$ cat src/rtl/tank_rot_scan_pkg.sv
// Shared widths, FSM encoding and output saturation for the tank-rotation scheduler.
package tank_pkg;

    localparam int unsigned NTANK   = 2;
    localparam int unsigned COORD_W = 10;
    localparam int unsigned TRIG_W  = 8;
    localparam int unsigned FRAC    = 7;
    localparam int unsigned ACC_W   = 21;
    localparam int unsigned OUT_W   = 11;
    localparam int unsigned PROD_W  = OUT_W + TRIG_W;

    typedef enum logic [1:0] {IDLE, MUL, DRAIN, READY} rot_state_t;

    localparam logic signed [ACC_W-1:0] OUT_MAX = ACC_W'((1 << (OUT_W - 1)) - 1);
    localparam logic signed [ACC_W-1:0] OUT_MIN = ACC_W'(-(1 << (OUT_W - 1)));

    // Clamp an already-shifted accumulator value into the signed output range.
    function automatic logic signed [OUT_W-1:0] sat_out(input logic signed [ACC_W-1:0] x);
        if (x > OUT_MAX) begin
            return OUT_MAX[OUT_W-1:0];
        end else if (x < OUT_MIN) begin
            return OUT_MIN[OUT_W-1:0];
        end else begin
            return x[OUT_W-1:0];
        end
    endfunction

endpackage

$ cat src/rtl/tank_rot_scan_rot_mul.sv
// Registered signed 11x8 -> 19-bit multiplier shared by all tanks.
module rot_mul
    import tank_pkg::*;
(
    input  logic                     clk,
    input  logic signed [OUT_W-1:0]  a,
    input  logic signed [TRIG_W-1:0] b,
    output logic signed [PROD_W-1:0] p
);

    always_ff @(posedge clk) begin
        p <= PROD_W'(a) * PROD_W'(b);
    end

endmodule

$ cat src/rtl/tank_rot_scan.sv
// Per-scanline seed + incremental stepping of inverse-rotated sprite coordinates.
// Optional overrun flag and dropped-step counter: define TANK_ROT_OVERRUN_EN.
module tank_rot_scan
    import tank_pkg::*;
#(
    parameter int unsigned NTANK = tank_pkg::NTANK,
    parameter int unsigned FRAC  = tank_pkg::FRAC
) (
    input  logic                               Clk,
    input  logic                               Reset,
    input  logic                               line_start,
    input  logic [COORD_W-1:0]                 line_y,
    input  logic                               pix_step,
    input  logic [NTANK-1:0][COORD_W-1:0]      TankX,
    input  logic [NTANK-1:0][COORD_W-1:0]      TankY,
    input  logic [NTANK-1:0][TRIG_W-1:0]       tank_sin,
    input  logic [NTANK-1:0][TRIG_W-1:0]       tank_cos,
    output logic [NTANK-1:0][OUT_W-1:0]        rot_u,
    output logic [NTANK-1:0][OUT_W-1:0]        rot_v,
    output logic                               ready,
    output logic                               busy,
    output logic                               overrun
);

    localparam int unsigned NPROD = 4 * NTANK;
    localparam int unsigned KW    = $clog2(NPROD);
    localparam logic [KW-1:0] K_LAST = KW'(NPROD - 1);

    rot_state_t state_q, state_d;
    logic [KW-1:0] k_q, mul_k;
    logic          mul_vld;
    logic          step_ok;

    logic [COORD_W-1:0]              ly_q;
    logic [NTANK-1:0][COORD_W-1:0]   x_q, y_q;
    logic [NTANK-1:0][TRIG_W-1:0]    sin_q, cos_q;
    logic signed [ACC_W-1:0]         u_acc [NTANK];
    logic signed [ACC_W-1:0]         v_acc [NTANK];

    logic [COORD_W-1:0]        x_sel, y_sel;
    logic [TRIG_W-1:0]         s_sel, c_sel;
    logic signed [OUT_W-1:0]   xs, dy, op_a;
    logic signed [TRIG_W-1:0]  op_b;
    logic signed [PROD_W-1:0]  prod;
    logic signed [ACC_W-1:0]   prod_ext;

    assign step_ok  = pix_step && !line_start && (state_q == READY);
    assign prod_ext = {{(ACC_W - PROD_W){prod[PROD_W-1]}}, prod};

    always_ff @(posedge Clk) begin
        if (!Reset) state_q <= IDLE;
        else        state_q <= state_d;
    end

    always_comb begin
        state_d = state_q;
        if (line_start) begin
            state_d = MUL;
        end else begin
            case (state_q)
                MUL:     if (k_q == K_LAST) state_d = DRAIN;
                DRAIN:   state_d = READY;
                default: state_d = state_q;
            endcase
        end
    end

    // k = 4*tank + j; j selects -X*cos, dy*sin (into u) and X*sin, dy*cos (into v).
    always_comb begin
        x_sel = '0;
        y_sel = '0;
        s_sel = '0;
        c_sel = '0;
        for (int unsigned i = 0; i < NTANK; i++) begin
            if (32'(k_q >> 2) == i) begin
                x_sel = x_q[i];
                y_sel = y_q[i];
                s_sel = sin_q[i];
                c_sel = cos_q[i];
            end
        end
        xs = {1'b0, x_sel};
        dy = {1'b0, ly_q} - {1'b0, y_sel};
        op_a = '0;
        op_b = '0;
        case (k_q[1:0])
            2'd0: begin op_a = -xs; op_b = c_sel; end
            2'd1: begin op_a = dy;  op_b = s_sel; end
            2'd2: begin op_a = xs;  op_b = s_sel; end
            default: begin op_a = dy; op_b = c_sel; end
        endcase
    end

    rot_mul u_mul (
        .clk (Clk),
        .a   (op_a),
        .b   (op_b),
        .p   (prod)
    );

    always_ff @(posedge Clk) begin
        if (!Reset) begin
            k_q     <= '0;
            mul_k   <= '0;
            mul_vld <= 1'b0;
            ly_q    <= '0;
            x_q     <= '0;
            y_q     <= '0;
            sin_q   <= '0;
            cos_q   <= '0;
            for (int unsigned i = 0; i < NTANK; i++) begin
                u_acc[i] <= '0;
                v_acc[i] <= '0;
            end
        end else begin
            mul_vld <= (state_q == MUL) && !line_start;
            mul_k   <= k_q;
            if (line_start) begin
                k_q   <= '0;
                ly_q  <= line_y;
                x_q   <= TankX;
                y_q   <= TankY;
                sin_q <= tank_sin;
                cos_q <= tank_cos;
                for (int unsigned i = 0; i < NTANK; i++) begin
                    u_acc[i] <= '0;
                    v_acc[i] <= '0;
                end
            end else begin
                if (state_q == MUL) k_q <= k_q + 1'b1;
                for (int unsigned i = 0; i < NTANK; i++) begin
                    if (mul_vld && (32'(mul_k >> 2) == i)) begin
                        if (!mul_k[1]) u_acc[i] <= u_acc[i] + prod_ext;
                        else           v_acc[i] <= v_acc[i] + prod_ext;
                    end else if (step_ok) begin
                        u_acc[i] <= u_acc[i] + {{(ACC_W - TRIG_W){cos_q[i][TRIG_W-1]}}, cos_q[i]};
                        v_acc[i] <= v_acc[i] - {{(ACC_W - TRIG_W){sin_q[i][TRIG_W-1]}}, sin_q[i]};
                    end
                end
            end
        end
    end

    always_comb begin
        for (int unsigned i = 0; i < NTANK; i++) begin
            rot_u[i] = sat_out(u_acc[i] >>> FRAC);
            rot_v[i] = sat_out(v_acc[i] >>> FRAC);
        end
    end

    assign ready = (state_q == READY);
    assign busy  = (state_q == MUL) || (state_q == DRAIN);

`ifdef TANK_ROT_OVERRUN_EN
    logic       step_drop;
    logic       overrun_q;
    logic [7:0] drop_cnt;

    assign step_drop = pix_step && !line_start && (state_q != READY);

    always_ff @(posedge Clk) begin
        if (!Reset) begin
            overrun_q <= 1'b0;
            drop_cnt  <= '0;
        end else if (step_drop) begin
            overrun_q <= 1'b1;
            if (drop_cnt != '1) drop_cnt <= drop_cnt + 1'b1;
        end
    end

    assign overrun = overrun_q;
`else
    assign overrun = 1'b0;
`endif

endmodule

$ cat config.mk
export PLATFORM = sky130hd
export DESIGN_NAME = tank_rot_scan
export DESIGN_NICKNAME = d
export VERILOG_FILES = /design/src/rtl/tank_rot_scan_pkg.sv /design/src/rtl/tank_rot_scan_rot_mul.sv /design/src/rtl/tank_rot_scan.sv
export SDC_FILE = /design/constraint.sdc
export NUM_CORES = 1
export LEC_CHECK = 0
export CAP_MARGIN = 10
export CORE_UTILIZATION = 55
export CTS_BUF_LIST = sky130_fd_sc_hd__clkbuf_8
export DETAILED_ROUTE_END_ITERATION = 7
export MAX_ROUTING_LAYER = met4
export PLACE_DENSITY = 0.75
export SLEW_MARGIN = 20
export SYNTH_ARGS = -nofsm -noshare
export SYNTH_HDL_FRONTEND = slang
export SYNTH_SLANG_ARGS = --single-unit
$ cat constraint.sdc
create_clock -name Clk -period 21.2 [get_ports Clk]
set_input_delay 3.18 -clock Clk [delete_from_list [all_inputs] [get_ports Clk]]
set_output_delay 3.18 -clock Clk [all_outputs]
set_load 0.01 [all_outputs]
==> results.cfg <==
[global_route]
busiest_layer = met2
grt-ovfl-total = 0
met3_usage_pct = 3.94
grt_util_met2_pct = 49.6
groute.layer.met1.usage_pct = 33.7
grtUsageTotal_pct = 28.8
grt_pass1_vias = 15700
grt_pass1_wl_mm = 77.9
antenna_found_initial = 0
grt_max_degree = 88

[worst_setup_path]
cp-end-kind = flip-flop
critPathArrivalTime_ns = 8.02
r2r_start = k_q[2]
critPathMaxFanout = 34
crit_type = flip-flop to flip-flop
crit_family = adder cells
required_ns = 21.61
cp_common_cell = fa_1
crit_path_start = k_q[2]
slowest_stage = dfxtp_2
slowest_delay_ns = 0.96
cp-start-kind = flip-flop
cp_num_buf_inv = 2

[layout]
final_util_pct = 62.5
layout_common_cells = 212 x ha_1, 183 x inv_1, 153 x nor2_1
area_delta_synth_final_pct = 11.7
layout-drive-gt1-share_pct = 4.10
final_cell_count_no_fill = 2645
final_net_count = 2565
antenna_cells = 0
n_fill_cell = 2837
mostFrequentLayoutCell = ha_1

[floorplan]
initial_core_util_pct = 55.9
coreArea_um2 = 33600
die_h_um = 187
ioPinCount = 133
die_x_um = 187
rows = 67
dieArea_um2 = 34900

[status]
status = finished, final reports clean

[clock_network]
post_cts_buffers = 0
cts_made_buffers = 17
cts_tree = built
ctsResizeCount = 0
h-tree-depth = 4
clockRootBuffer = clkbuf_8
ctsHoldBuffers = 0
path_clk_slew_ns = 0.13
cts.sinks = 193
insertion_delay_ns = 0.53
clockBufferDepth = 2

[place]
portBuffers = 131
dp_cells = 2613
gp_congestion = 0.970
hpwl_mm = 37.5

[logic_synthesis]
synth_area_per_cell_um2 = 9.05
synthTopCellsByArea = ha_1 14%, edfxtp_1 13%, dfxtp_1 12%
synth_edf_count = 84
yosys_warnings = 0
synthCells = 2079
synth_cell_type_count = 74
synthArstFlopShare_pct = 0
seq_area_frac_synth_pct = 25.0
ys_seq_elements = 193
synth_top_area_share_pct = 14.1
yosysTopAreaCell = ha_1
syn-cell-area_um2 = 18800
synth_ff_type = dfxtp_1
syn_nets = 2460

[route]
routed_wl_mm = 48.3
firstDrtPassIters = 7
num_vias = 15600
avgRoutedWirePerCell_um = 18.3
drc = 0
viasPerCell = 5.90
ant_nets = 0
drtIter0Drc = 1115

[worst_hold_path]
min_from = state_q[1]
worstHoldPathType = flip-flop to flip-flop

[sta]
min_period_ns = 7.61
final.period_utilization_pct = 35.9
finalClockSkew_ns = 0.0183
max_freq_ghz = 0.131
setup_viol = 0
worst_pin_slew_ns = 0.983
max_slew_margin_pct = 34.5
setup_tns_ns = 0
maxSlewViolCount = 0
grt_setup_unrepaired = false
hold_viol = 0

[power]
power.density_nw_per_um2 = 78.3
vdd_drop_max_uv = 54.0
fin_total_pwr_uw = 1650
p_leak_uw = 0.00925

[job]
cap_viol_max_count = 0
-- state kept, by name, indices dropped and copies added (netlist names) --
register,count
state_q,2
sin_q,16
u_mul.p,19
k_q,3
ly_q,10
mul_vld,1
cos_q,16
u_acc,42
mul_k,2
x_q,20
v_acc,42
y_q,20
-- worst min-delay path: cells and delay by family, from the launching register on --
| kind | cells | cell delay (ns) |
|---|---|---|
| AO/OA/AOI/OAI | 1 | 0.06 |
| buffers and inverters | 1 | 0.08 |
| flip-flops | 1 | 0.35 |
-- cells by family after synthesis --
family	synth area share [%]
AND/OR/NAND/NOR	14.0
buffers and inverters	4.90
other	0.0199
AO/OA/AOI/OAI	18.7
XOR/XNOR	7.54
multiplexers	6.83
adder cells (fa/ha/maj)	22.9
flip-flops	25.0
-- report_power, final --
part	leakage (uW)	switching [uW]	internal (uW)
Combinational	0.00719	471	394
Sequential	0.00184	80.7	425
Clock	0.000216	179	96.9
-- path summary, 6_finish.rpt --
check / end / slack [ns] / cells after the start
max: u_mul.p[18] / 13.59 / 25
min: state_q[1] / 0.52 / 2
max reg2reg: u_mul.p[18] / 13.59 / 25
min reg2reg: state_q[1] / 0.52 / 2
-- routing by layer --
layer / up-vias / wire length [um]
li1: 7613 / -
met1: 7471 / 20200
met2: 432 / 23800
met3: 99 / 2600
met4: 0 / 1750
met5: - / 0
-- per-stage QoR --
stage / hold WS, ns / setup WS [ns] / instance area, um^2
after global placement: 0.486 / 13.79 / 20500
after detailed placement: 0.501 / 13.62 / 20600
after global routing: 0.546 / 13.03 / 21000
final: 0.520 / 13.59 / 21000
after CTS: 0.519 / 13.58 / 21000
after floorplan: 0.470 / 14.14 / 18800
-- cell type report --
type                    instances  area [um^2]  share of cell area, %
repair buffers                145         1420                   6.74
inverters                     183          687                   3.27
flip-flops and latches        193         4710                   22.4
well taps                     448          561                   2.67
clock inverters                15          215                   1.02
clock buffers                  17          234                   1.11
multi-input cells            1644        13200                   62.8
-- cells in the mapped netlist (all sizes together) (7+ instances only) --
master / count
o21ai: 101
o21bai: 17
nand2: 94
a21o: 46
o32ai: 11
xor2: 75
or3: 18
nand4: 10
and3: 12
nor2: 153
mux2i: 107
a21boi: 10
nor3: 33
edfxtp: 84
a21oi: 119
clkbuf: 48
nor2b: 109
o21a: 68
ha: 212
buf: 11
o211ai: 16
or2: 17
a211oi: 17
o22ai: 54
nand2b: 34
dfxtp: 109
xnor2: 87
nand3: 28
inv: 183
and2: 8
a31oi: 18
mux4: 7
fa: 83
(Power assumes the default switching activity.)
